===== src/rtl/shifter8_pkg.sv =====
// Shared definitions for the shifter8 sequencing stage: op codes, FSM state
// encoding and default widths.
// Optional feature macro: SHIFTER8_SERIAL_IN_EN (adds serial_in fill for LSL/LSR).
package shifter8_pkg;

  localparam int WIDTH_DEF = 8;
  localparam int CNT_W_DEF = 3;

  localparam logic [2:0] OP_NOP  = 3'd0;
  localparam logic [2:0] OP_LOAD = 3'd1;
  localparam logic [2:0] OP_LSL  = 3'd2;
  localparam logic [2:0] OP_LSR  = 3'd3;
  localparam logic [2:0] OP_ASR  = 3'd4;
  localparam logic [2:0] OP_ROL  = 3'd5;
  localparam logic [2:0] OP_ROR  = 3'd6;
  localparam logic [2:0] OP_RSVD = 3'd7;

  typedef enum logic [1:0] {
    ST_IDLE  = 2'd0,
    ST_SHIFT = 2'd1,
    ST_FIN   = 2'd2
  } state_e;

  // Shift ops are the ones that run through the SHIFT state.
  function automatic logic is_shift_op(input logic [2:0] op);
    return (op >= OP_LSL) && (op <= OP_ROR);
  endfunction

endpackage


===== src/rtl/shifter8_seq_if.sv =====
// Command/status bundle between the command source and shifter8_seq.
// Optional feature macro: SHIFTER8_SERIAL_IN_EN (adds serial_in).
interface shifter8_seq_if #(
  parameter int WIDTH = 8,
  parameter int CNT_W = 3
);
  logic             start;
  logic [2:0]       op;
  logic [CNT_W-1:0] amount;
  logic [WIDTH-1:0] d_in;
  logic [WIDTH-1:0] q;
  logic             busy;
  logic             done;
`ifdef SHIFTER8_SERIAL_IN_EN
  logic             serial_in;

  modport master (output start, op, amount, d_in, serial_in, input q, busy, done);
  modport slave  (input start, op, amount, d_in, serial_in, output q, busy, done);
`else
  modport master (output start, op, amount, d_in, input q, busy, done);
  modport slave  (input start, op, amount, d_in, output q, busy, done);
`endif
endinterface


===== src/rtl/shift8_step.sv =====
// One 1-bit step of a shift/rotate op; non-shift ops pass the value through.
module shift8_step
  import shifter8_pkg::*;
#(
  parameter int WIDTH = WIDTH_DEF
) (
  input  logic [WIDTH-1:0] q_i,
  input  logic [2:0]       op_i,
  input  logic             fill_i,
  output logic [WIDTH-1:0] q_o
);

  // Select the single-step result for the requested op.
  always_comb begin
    q_o = q_i;
    case (op_i)
      OP_LSL:  q_o = {q_i[WIDTH-2:0], fill_i};
      OP_LSR:  q_o = {fill_i, q_i[WIDTH-1:1]};
      OP_ASR:  q_o = {q_i[WIDTH-1], q_i[WIDTH-1:1]};
      OP_ROL:  q_o = {q_i[WIDTH-2:0], q_i[WIDTH-1]};
      OP_ROR:  q_o = {q_i[0], q_i[WIDTH-1:1]};
      default: q_o = q_i;
    endcase
  end

endmodule


===== src/rtl/shifter8_seq.sv =====
// Sequencing stage ahead of the shifter8 state register: accepts LOAD or a
// multi-step shift command in IDLE, steps one bit per clock in SHIFT, and
// pulses done for one cycle in FIN.
// Optional feature macro: SHIFTER8_SERIAL_IN_EN (LSL/LSR fill from serial_in).
module shifter8_seq
  import shifter8_pkg::*;
#(
  parameter int WIDTH = WIDTH_DEF,
  parameter int CNT_W = CNT_W_DEF
) (
  input  logic           clk,
  input  logic           reset,
  shifter8_seq_if.slave  bus
);

  state_e           state_q, state_d;
  logic [WIDTH-1:0] q_q, q_d, step_q;
  logic [CNT_W-1:0] cnt_q, cnt_d;
  logic [2:0]       op_q, op_d;
  logic             fill;

`ifdef SHIFTER8_SERIAL_IN_EN
  assign fill = bus.serial_in;
`else
  assign fill = 1'b0;
`endif

  // The step unit always works on the latched op so mid-shift bus changes are inert.
  shift8_step #(.WIDTH(WIDTH)) u_step (
    .q_i    (q_q),
    .op_i   (op_q),
    .fill_i (fill),
    .q_o    (step_q)
  );

  // State, value, remaining count and latched op registers.
  always_ff @(posedge clk or posedge reset) begin
    if (reset) begin
      state_q <= ST_IDLE;
      q_q     <= '0;
      cnt_q   <= '0;
      op_q    <= OP_NOP;
    end else begin
      state_q <= state_d;
      q_q     <= q_d;
      cnt_q   <= cnt_d;
      op_q    <= op_d;
    end
  end

  // Next-state and datapath selection; everything holds unless a state acts.
  always_comb begin
    state_d = state_q;
    q_d     = q_q;
    cnt_d   = cnt_q;
    op_d    = op_q;
    case (state_q)
      ST_IDLE: begin
        if (bus.start) begin
          if (bus.op == OP_LOAD) begin
            q_d     = bus.d_in;
            state_d = ST_FIN;
          end else if (is_shift_op(bus.op) && (bus.amount != '0)) begin
            op_d    = bus.op;
            cnt_d   = bus.amount;
            state_d = ST_SHIFT;
          end else begin
            // NOP, reserved, or zero-length shift: complete without touching q.
            state_d = ST_FIN;
          end
        end
      end
      ST_SHIFT: begin
        q_d   = step_q;
        cnt_d = cnt_q - CNT_W'(1);
        if (cnt_q == CNT_W'(1)) state_d = ST_FIN;
      end
      ST_FIN:  state_d = ST_IDLE;
      default: state_d = ST_IDLE;
    endcase
  end

  assign bus.q    = q_q;
  assign bus.busy = (state_q == ST_SHIFT);
  assign bus.done = (state_q == ST_FIN);

endmodule


===== src/flat_wrapper.sv =====
// flat-port wrapper written by rule: the top's interface ports become plain ports
module shifter8_seq_flat import shifter8_pkg::*;
#(
  parameter int WIDTH = WIDTH_DEF,
  parameter int CNT_W = CNT_W_DEF
)
  (clk, reset, bus_start, bus_op, bus_amount, bus_d_in, bus_q, bus_busy, bus_done);
  shifter8_seq_if #(.WIDTH(WIDTH), .CNT_W(CNT_W)) bus_i ();
  input  logic clk;
  input  logic reset;
  input wire logic [$bits(bus_i.start)-1:0] bus_start;
  input wire logic [$bits(bus_i.op)-1:0] bus_op;
  input wire logic [$bits(bus_i.amount)-1:0] bus_amount;
  input wire logic [$bits(bus_i.d_in)-1:0] bus_d_in;
  output wire logic [$bits(bus_i.q)-1:0] bus_q;
  output wire logic [$bits(bus_i.busy)-1:0] bus_busy;
  output wire logic [$bits(bus_i.done)-1:0] bus_done;
  assign bus_i.start = bus_start;
  assign bus_i.op = bus_op;
  assign bus_i.amount = bus_amount;
  assign bus_i.d_in = bus_d_in;
  assign bus_q = bus_i.q;
  assign bus_busy = bus_i.busy;
  assign bus_done = bus_i.done;
  shifter8_seq #(.WIDTH(WIDTH), .CNT_W(CNT_W)) u_core (.clk(clk), .reset(reset), .bus(bus_i));
endmodule

===== config.mk =====
export PLATFORM = sky130hd
export DESIGN_NAME = shifter8_seq_flat
export DESIGN_NICKNAME = d
export VERILOG_FILES = /design/src/rtl/shifter8_pkg.sv /design/src/rtl/shifter8_seq_if.sv /design/src/rtl/shift8_step.sv /design/src/rtl/shifter8_seq.sv /design/src/flat_wrapper.sv
export SDC_FILE = /design/constraint.sdc
export NUM_CORES = 1
export LEC_CHECK = 0
export BUFFER_PORTS_ARGS = -buffer_cell sky130_fd_sc_hd__buf_2
export CAP_MARGIN = 20
export CORE_MARGIN = 2
export CORE_UTILIZATION = 25
export DETAILED_ROUTE_END_ITERATION = 10
export MAX_ROUTING_LAYER = met4
export SLEW_MARGIN = 25
export SYNTH_ARGS = -nofsm -noshare
export SYNTH_HDL_FRONTEND = slang
export SYNTH_SLANG_ARGS = --single-unit
export TNS_END_PERCENT = 30

===== constraint.sdc =====
create_clock -name clk -period 1.67 [get_ports clk]
set_input_delay 0.167 -clock clk [delete_from_list [all_inputs] [get_ports clk]]
set_output_delay 0.167 -clock clk [all_outputs]
set_load 0.005 [all_outputs]

==> out/metrics.csv, run 1 <==
stage,metric,value,unit
outcome,status,finished with violations,
outcome,failing checks,hold timing,
floorplanning,Initial Util,26.5,%
logic_synthesis,Yosys reg bits,16,
sta,measured slew at the worst slew-check pin,664,ps
clock_network,H-tree levels,1,
power,Lkg Pwr,0.000676,uW
route,via count,1026,
sta,FMAX,660,MHz
route,Antenna Nets Post-Route,0,
floorplanning,die width,72.7,um
sta,Clock Skew,5.93,ps
worst_setup_path,Worst path max stage delay,420,ps
power,Net Sw Frac,42.3,%
worst_setup_path,Required @ worst endpoint,1810,ps
logic_synthesis,Gate Count Post-Synth,128,
worst_setup_path,CP max FO,7,
power,maximum VDD drop,0.578,mV
logic_synthesis,share of the synthesized area in the top cell type,34.0,%
worst_setup_path,CP Launch Type,flip-flop,
worst_setup_path,critical path cell sequence,"nand2b_1, mux2_2, a21oi_1, o31ai_1",
sta,setup violators final,0,
power,Clk pwr share,12.2,%
floorplanning,io pins,27,
logic_synthesis,Ys Warns,0,
logic_synthesis,Yosys top cell by area,dfrtp_1,
finish,fillers,471,
floorplanning,Die Y-Extent,72.7,um
clock_network,CTS tree,yes,
finish,layout cells sized above 1,35.2,%
placement,Port Buffer Count,26,
finish,antenna cell count,0,
global_route,gr usage total,11.1,%
worst_setup_path,CP Class,flip-flop to flip-flop,
logic_synthesis,most common cell in the netlist,dfrtp_1,
global_route,number of global-route vias before repair,948,
route,Vias/cell,4.86,
logic_synthesis,synth cell count leaders,"dfrtp_1 (16), a21oi_1 (10), nor2_1 (10), nand2_1 (9)",
logic_synthesis,average size of a mapped cell,9.21,um2
finish,area grow syn2layout,23.6,%
clock_network,CTS buffer count,3,
floorplanning,Core ar.,4440,um2
worst_setup_path,buffer and inverter count on the worst path,0,
route,residual DRC count,0,
logic_synthesis,Synth async-reset ratio,100,%
logic_synthesis,post-synthesis cell type count,41,
sta,final count of hold timing violations,2,
global_route,first-pass GRT wire length,4510,um
route,DR WL/cell,12.9,um
sta,unrepaired setup endpoints after global routing,no,
power,Pwr Density,2000,nW/um2
global_route,largest net degree at the start of global routing,17,
global_route,initial antenna violation count,0,
sta,Tmin final,1520,ps
clock_network,CTS resizes,0,
worst_setup_path,WP data arrival,1660,ps
floorplanning,row cnt,24,
worst_setup_path,kind of end point of the critical path,flip-flop,
sta,Hold Slack,-1.32,ps
logic_synthesis,Syn Nets,147,
sta,max-slew violation count,0,
worst_setup_path,"delay-heaviest family, CP",flip-flops,
route,drt first pass iters,4,
global_route,GRT overflow,0,
power,Seq pwr share,29.6,%
power,switching pwr,1230,uW
worst_setup_path,Critical Path Slowest Stage Cell,dfrtp_1,
logic_synthesis,Mapped Area,1180,um2
min_path,Worst Hold Class,input pin to asynchronous set/reset pin,
clock_network,# Post-CTS Setup Buffers,0,
placement,hpwl dp,2040,um
placement,RD Place Congestion,0.778,
finish,"Core Util, Final",32.8,%
power,Comb power frac,58.2,%
clock_network,clock buffer depth,2,
sta,Setup TNS Final,0,ps
clock_network,clk sink count,16,
sta,relative slew slack,55.7,%
logic_synthesis,Post-synth EDFFs,0,
logic_synthesis,Synth Flop Type,dfrtp_1,
logic_synthesis,register area share after synthesis,34.0,%
clock_network,hold_buf cts,0,
route,starting DRC count in detailed routing,54,
logic_synthesis,synth top area cells,"dfrtp_1 (34%), mux2i_1 (5.1%), a21oi_1 (4.2%)",
job,Max Cap Viol,0,
power,internal power,1680,uW
clock_network,clock-pin slew on the worst setup and hold paths,70,ps
floorplanning,die area,5280,um2
route,total wire length,2720,um
clock_network,"Clk Latency, worst-skew pair",250,ps
sta,period utilization,90.8,%
finish,Final nets,179,
clock_network,clk root buf,clkbuf_8,
-- power by group through the flow --
stage,sequential [uW],clock [uW],combinational [uW]
floorplan,763,0,1320
global placement,873,0,1700
detailed placement,868,0,1710
CTS,862,363,1710
global route,902,378,1900
finish,863,354,1690
-- worst paths after layout --
check / slack, ps / start / cells after the start / endpoint
max in group asynchronous: 1240 / reset / 2 / u_core.bus.q[6]
min reg2reg: 550 / u_core.cnt_q[1] / 2 / u_core.cnt_q[1]
min in group clk: 170 / bus_op[0] / 2 / u_core.op_q[0]
max reg2reg: 150 / u_core.op_q[2] / 4 / u_core.bus.q[2]
max: 150 / u_core.op_q[2] / 4 / u_core.bus.q[2]
min: -1 / reset / 2 / u_core.op_q[0]
-- layout by cell type, fill, tap and decap left out, drive strengths merged, types with 2 or more instances in the layout --
master / count
a211oi: 3
mux2: 8
a22oi: 2
mux2i: 6
nor2b: 5
a211o: 2
nand3: 3
inv: 7
nor3b: 2
nand3b: 4
clkbuf: 4
nor2: 10
ha: 2
a21oi: 10
o21ai: 7
o31ai: 5
buf: 35
nand2b: 2
nor3: 4
nand2: 10
dfrtp: 16
-- stage by stage --
| stage | cell area (um2) | hold slack, ps | worst slack, ps | power [uW] | instances |
|---|---|---|---|---|---|
| floorplan | 1180 | 80.7 | 260 | 2080 | 128 |
| global placement | 1400 | 304 | 168 | 2570 | 207 |
| detailed placement | 1400 | 306 | 172 | 2580 | 207 |
| CTS | 1460 | 33.1 | 140 | 2940 | 211 |
| global route | 1460 | 82.9 | 32.5 | 3180 | 211 |
| finish | 1460 | -1.32 | 154 | 2910 | 211 |
-- layer usage --
| metal | global-route usage (%) | wire, um |
|---|---|---|
| met3 | 1.80 | 86 |
| met4 | 4.32 | 37 |
| met2 | 15.8 | 1190 |
| met1 | 15.7 | 1410 |
| met5 | - | 0 |
-- worst reg2reg max path, stage by stage, from the launching register on --
cell and delay [ps]:
dfrtp_1 420, nand2b_1 360, mux2_2 380, a21oi_1 160
o31ai_1 90
-- area by class of cell --
class	instances	area (um2)	share of cell area, %
Inverter	7	26.3	1.80
Sequential cell	16	400	27.5
Tap cell	52	65.1	4.47
Timing Repair Buffer	35	198	13.6
Clock buffer	4	55.1	3.78
Multi-Input combinational cell	97	712	48.9
-- flip-flops by register name, summed over array words and instances (netlist names) --
register	flops
u_core.bus.q	8
u_core.cnt_q	3
u_core.op_q	3
u_core.state_q	2
-- cells by family after synthesis --
family | share of synthesized area (%)
adders and majority gates | 2.12
xor gates and xnor gates | 0.743
DFF | 34.0
buffers and inverters | 5.63
muxes | 13.7
and+or+nand+nor | 23.1
AOI/OAI and AO/OA | 20.7
No activity file was read; power rests on OpenSTA's default activity.
==> inputs of run 2 (changes only) <==
--- a/config.mk
+++ b/config.mk
@@ -8,7 +8,9 @@
 export BUFFER_PORTS_ARGS = -buffer_cell sky130_fd_sc_hd__buf_2
 export CAP_MARGIN = 20
 export CORE_MARGIN = 2
-export CORE_UTILIZATION = 25
+export CORE_UTILIZATION = 40
+export CTS_BUF_LIST = sky130_fd_sc_hd__clkbuf_16
+export CTS_CLUSTER_SIZE = 12
 export DETAILED_ROUTE_END_ITERATION = 10
 export MAX_ROUTING_LAYER = met4
 export SLEW_MARGIN = 25
==> run 2 against run 1 <==
Net effect:
- the flow still finishes with violations (hold timing)
- sequential power grew 2%
- hold slack about the same
- critical path depth increased by 2
- non-clock buffer count decreased by 4
- clock skew shrank 5.3 ps
- fmax down 1.8%
- sequential share of layout area increased by 0.72 points
- global-route usage rose by 7.9 points
- largest power group unchanged
- highest routed layer unchanged
==> out/metrics.csv, run 2 (same netlist as run 1, synthesis figures left out) <==
stage,metric,value,unit,change
floorplanning,die area,3400,um2,-36%
floorplanning,Die Y-Extent,58.3,um,-20%
route,DR WL/cell,15.3,um,+18%
sta,Setup TNS Final,0,ps,unchanged
sta,final count of hold timing violations,7,,+5
sta,max-slew violation count,0,,unchanged
power,maximum VDD drop,1.32,mV,+130%
power,Lkg Pwr,0.000663,uW,-1.9%
worst_setup_path,kind of end point of the critical path,flip-flop,,
clock_network,CTS buffer count,3,,unchanged
sta,period utilization,92.5,%,+1.7 points
finish,most frequent cells in the layout,"buf_2 (26), dfrtp_1 (15), nor2_1 (10), a21oi_1 (10), nand2_1 (9)",,
sta,Tmin final,1540,ps,+28.5 ps
sta,FMAX,648,MHz,-1.8%
floorplanning,io pins,27,,unchanged
floorplanning,Initial Util,42.4,%,+16 points
worst_setup_path,Required @ worst endpoint,1810,ps,about the same
floorplanning,Core ar.,2780,um2,-37%
worst_setup_path,WP data arrival,1690,ps,+30 ps
global_route,initial antenna violation count,0,,unchanged
worst_setup_path,CP Launch Type,flip-flop,,
route,starting DRC count in detailed routing,25,,-54%
placement,Port Buffer Count,26,,unchanged
power,Pwr Density,2110,nW/um2,+5.5%
clock_network,clk root buf,clkbuf_16,,
placement,RD Place Congestion,0.881,,+13%
finish,area grow syn2layout,20.8,%,
finish,max reg flops,8,,unchanged
min_path,Worst Hold Class,input pin to asynchronous set/reset pin,,
finish,antenna cell count,0,,unchanged
route,via count,1048,,+2.1%
finish,"most common cell after layout, fill and taps aside",buf_2,,
clock_network,clock-pin slew on the worst setup and hold paths,50,ps,-20 ps
sta,Final WS setup,126,ps,-28.5 ps
placement,pre-CTS setup slack,79.9,ps,-91.8 ps
clock_network,H-tree levels,1,,unchanged
route,residual DRC count,0,,unchanged
clock_network,clk sink count,16,,unchanged
finish,fillers,278,,-41%
placement,Post-DP Area,1350,um2,-4.0%
placement,hpwl dp,2070,um,+1.7%
job,Max Cap Viol,0,,unchanged
finish,multi-input logic area,712,um2,unchanged
clock_network,# Post-CTS Setup Buffers,0,,unchanged
global_route,largest net degree at the start of global routing,17,,unchanged
route,Vias/cell,5.66,,+16%
worst_setup_path,CP max FO,10,,+3
floorplanning,die width,58.3,um,-20%
global_route,gr usage total,19.0,%,+7.9 points
finish,layout cells sized above 1,33.8,%,-1.5 points
global_route,number of global-route vias before repair,1063,,+12%
finish,Storage cell area,402,um2,+0.31%
sta,measured slew at the worst slew-check pin,638,ps,-25.4 ps
sta,Clock Skew,0.667,ps,-5.26 ps
finish,finished layout cell area,1420,um2,-2.2%
worst_setup_path,CP Class,flip-flop to flip-flop,,
clock_network,"Clk Latency, worst-skew pair",240,ps,about the same
clock_network,clock buffer depth,2,,unchanged
global_route,first-pass GRT wire length,4810,um,+6.6%
global_route,GRT overflow,0,,unchanged
sta,Hold Slack,-1.11,ps,+0.211 ps
floorplanning,row cnt,19,,-21%
route,drt first pass iters,4,,unchanged
route,Antenna Nets Post-Route,0,,unchanged
sta,unrepaired setup endpoints after global routing,no,,
finish,Final nets,175,,-2.2%
sta,relative slew slack,57.4,%,+1.7 points
sta,setup violators final,0,,unchanged
route,total wire length,2820,um,+3.8%
outcome,failing checks,hold timing,,
clock_network,CTS tree,yes,,
outcome,status,finished with violations,,
-- run 2: changes by cell type in the layout (fill, tap and decap cells not counted), sizes merged --
cell,delta
buf,-4
clkbuf,-1
-- run 2: metal layers --
layer	vias to the layer above	GRT usage (%)	share of wire, %
li1	520	-	-
met1	498	21.0	43
met2	26	32.4	52
met3	4	4.69	4.4
met4	0	7.97	1.0
met5	-	-	0
-- run 2: per-stage QoR --
stage	cells	power (uW)	util [%]
2_1_floorplan	128	2080	-
3_3_place_gp	182	2510	48.4
3_5_place_dp	182	2540	48.4
4_1_cts	185	3020	51.1
5_1_grt	185	3280	51.2
6_report	185	3000	51.2
-- run 2: worst max-delay path, cell delays in order, from the launching register on --
cell and delay, ps:
dfrtp_2 450, inv_2 130, nand2_2 120, inv_4 120
a32oi_2 140, buf_4 200, o31ai_1 270
-- run 2: final cells by class --
type                            count  share of cell area [%]
Clock buffer                        3                    5.27
Inverter                            7                    2.02
Multi-Input combinational cell     97                    50.0
Sequential cell                    16                    28.2
Tap cell                           31                    2.72
Timing Repair Buffer               31                    11.8
-- run 2: worst paths after layout --
kind,start,end,slack [ps],cells after the start
min in group clk,bus_amount[0],u_core.cnt_q[0],180,2
hold reg to reg,u_core.state_q[1],u_core.state_q[1],520,1
setup / recovery,u_core.state_q[1],u_core.bus.q[4],130,6
hold / removal,reset,u_core.op_q[2],-1,2
max in group asynchronous,reset,u_core.state_q[1],1220,2
setup reg to reg,u_core.state_q[1],u_core.bus.q[4],130,6
-- run 2: where the power goes --
part | switching [uW] | internal, uW | total [uW]
clock network | 151 | 315 | 466
logic | 826 | 833 | 1660
registers | 286 | 592 | 878
-- run 2: repair_timing --
item / in CTS / in global routing
gates resized for setup: 0 / 2
endpoints found under the setup margin: 0 / 5
hold buffers: 0 / 0
==> inputs of run 3 (changes only) <==
--- a/config.mk
+++ b/config.mk
@@ -8,11 +8,12 @@
 export BUFFER_PORTS_ARGS = -buffer_cell sky130_fd_sc_hd__buf_2
 export CAP_MARGIN = 20
 export CORE_MARGIN = 2
-export CORE_UTILIZATION = 40
+export CORE_UTILIZATION = 53
 export CTS_BUF_LIST = sky130_fd_sc_hd__clkbuf_16
-export CTS_CLUSTER_SIZE = 12
+export CTS_CLUSTER_SIZE = 28
 export DETAILED_ROUTE_END_ITERATION = 10
 export MAX_ROUTING_LAYER = met4
+export PLACE_DENSITY = 0.79
 export SLEW_MARGIN = 25
 export SYNTH_ARGS = -nofsm -noshare
 export SYNTH_HDL_FRONTEND = slang
==> run 3 against run 2 <==
Net effect:
- the flow now finishes without violations
- count of clock-buffer cells in the layout unchanged
- register-to-register slack about the same
- critical endpoint is now bus_busy
- critical path type is now flip-flop to output pin
- sequential cell count unchanged
- total power up 0.11%
- fmax down 2.3%
- sequential power down 0.9%
- core utilization up 15 points
- largest power group unchanged
- first-iteration DRC count up 72%
- clock power up 2%
- global-route usage up 5.5 points
- non-clock buffer count up 1
- via count up 0.57%
==> out/metrics.csv, run 3 (same netlist as run 1, synthesis figures left out) <==
stage,metric,value,unit,change
outcome,status,"finished, final reports clean",,
placement,Port Buffer Count,26,,unchanged
power,maximum VDD drop,1.32,mV,about the same
global_route,gr usage total,24.5,%,+5.5 points
finish,Final nets,176,,+0.57%
worst_setup_path,CP Class,flip-flop to output pin,,
worst_setup_path,"reg-to-reg slack, setup",140,ps,about the same
power,Total Power,3010,uW,+0.11%
finish,layout cells sized above 1,34.0,%,+0.21 points
global_route,first-pass GRT wire length,4590,um,-4.6%
power,Pwr Density,2100,nW/um2,-0.24%
sta,measured slew at the worst slew-check pin,657,ps,+19.2 ps
clock_network,H-tree levels,1,,unchanged
clock_network,hold_buf cts,0,,unchanged
floorplanning,die area,2620,um2,-23%
floorplanning,die width,51.2,um,-12%
sta,setup violators final,0,,unchanged
sta,FMAX,633,MHz,-2.3%
finish,max reg flops,8,,unchanged
clock_network,clock-pin slew on the worst setup and hold paths,50,ps,about the same
worst_setup_path,Critical Path Slowest Stage Cell,dfrtp_2,,
finish,area grow syn2layout,21.2,%,
placement,Post-DP Area,1350,um2,+0.28%
route,Antenna Nets Post-Route,0,,unchanged
finish,fillers,175,,-37%
global_route,initial antenna violation count,0,,unchanged
power,Lkg Pwr,0.000669,uW,+0.89%
worst_setup_path,CP most frequent cell,inv_2,,
sta,final count of hold timing violations,0,,-7
worst_setup_path,Required @ worst endpoint,1500,ps,-310 ps
finish,"most common cell after layout, fill and taps aside",buf_2,,
route,Vias/cell,5.73,,+1.1%
clock_network,CTS resizes,0,,unchanged
sta,period utilization,94.6,%,+2.1 points
sta,Tmin final,1580,ps,+35.8 ps
worst_setup_path,critical path cell sequence,"inv_2, nand2_2, inv_2, buf_4, buf_2",,
placement,RD Place Congestion,0.844,,-4.2%
global_route,number of global-route vias before repair,1006,,-5.4%
global_route,largest net degree at the start of global routing,17,,unchanged
sta,max-slew violation count,0,,unchanged
clock_network,"Clk Latency, worst-skew pair",250,ps,about the same
worst_setup_path,"delay-heaviest family, CP",buffers and inverters,,
clock_network,clk sink count,16,,unchanged
route,total wire length,2570,um,-9.0%
floorplanning,io pins,27,,unchanged
placement,hpwl dp,1870,um,-9.7%
floorplanning,Initial Util,54.9,%,+12 points
finish,finished layout cell area,1430,um2,+0.35%
worst_setup_path,WP data arrival,1410,ps,-280 ps
clock_network,clk root buf,clkbuf_16,,
finish,antenna cell count,0,,unchanged
clock_network,CTS tree,yes,,
floorplanning,row cnt,17,,-2
clock_network,clock buffer depth,2,,unchanged
placement,placed cells,180,,-1.1%
worst_setup_path,CP Launch Type,flip-flop,,
global_route,GRT overflow,0,,unchanged
floorplanning,Core ar.,2150,um2,-23%
finish,multi-input logic area,712,um2,unchanged
sta,Setup TNS Final,0,ps,unchanged
worst_setup_path,kind of end point of the critical path,output pin,,
clock_network,CTS buffer count,3,,unchanged
sta,Clock Skew,2.00,ps,+1.33 ps
clock_network,# Post-CTS Setup Buffers,0,,unchanged
route,via count,1054,,+0.57%
finish,Storage cell area,402,um2,unchanged
sta,relative slew slack,56.1,%,-1.3 points
worst_setup_path,buffer and inverter count on the worst path,4,,+1
route,starting DRC count in detailed routing,43,,+72%
finish,most frequent cells in the layout,"buf_2 (26), dfrtp_1 (15), nor2_1 (10), a21oi_1 (10), nand2_1 (9)",,
worst_setup_path,CP max FO,11,,+1
job,Max Cap Viol,0,,unchanged
floorplanning,Die Y-Extent,51.2,um,-12%
sta,unrepaired setup endpoints after global routing,no,,
route,residual DRC count,0,,unchanged
route,DR WL/cell,14.0,um,-8.5%
min_path,Worst Hold Class,input pin to asynchronous set/reset pin,,
finish,"Cell Count, Final, Fillers Out",184,,-0.54%
worst_setup_path,Worst path max stage delay,460,ps,about the same
finish,"Core Util, Final",66.5,%,+15 points
route,drt first pass iters,4,,unchanged
## run 3: power by group
part / total [uW] / internal [uW] / switching [uW]
sequential: 870 / 592 / 277
combinational: 1660 / 853 / 810
clock: 474 / 318 / 156
## run 3: layout make-up
class                   count  area share, %
repair buffers             32           12.3
clock inverters             1          0.263
flip-flops and latches     16           28.1
clock buffers               3           5.25
well taps                  28           2.45
inverters                   7           1.84
multi-input cells          97           49.8
## run 3: worst paths after layout
kind / start / to / depth (start not counted)
hold reg to reg: u_core.state_q[1] / u_core.state_q[1] / 1
hold / removal: reset / u_core.op_q[0] / 2
min in group clk: bus_amount[0] / u_core.cnt_q[0] / 2
setup reg to reg: u_core.op_q[1] / u_core.bus.q[2] / 4
setup / recovery: u_core.state_q[1] / bus_busy / 5
max in group asynchronous: reset / u_core.state_q[1] / 2
## run 3: worst reg2reg max path, stage by stage, from the launching register on
cell	delay [ps]
dfrtp_1	460
nand2b_1	340
mux2_2	380
a21oi_1	140
o31ai_1	90
## run 3: routing by layer
metal,vias to the layer above,global-route usage [%],wire [um]
met5,-,-,0
met4,0,10.8,34
met3,4,4.39,128
met2,40,36.6,1190
met1,486,32.7,1210
li1,524,-,-
## run 3: through the flow
step	hold WS, ps	setup slack, ps
6_report	4.79	89.9
5_1_grt	53.4	23.7
4_1_cts	20.6	64.2
3_5_place_dp	285	118
3_3_place_gp	278	180
2_1_floorplan	80.7	260
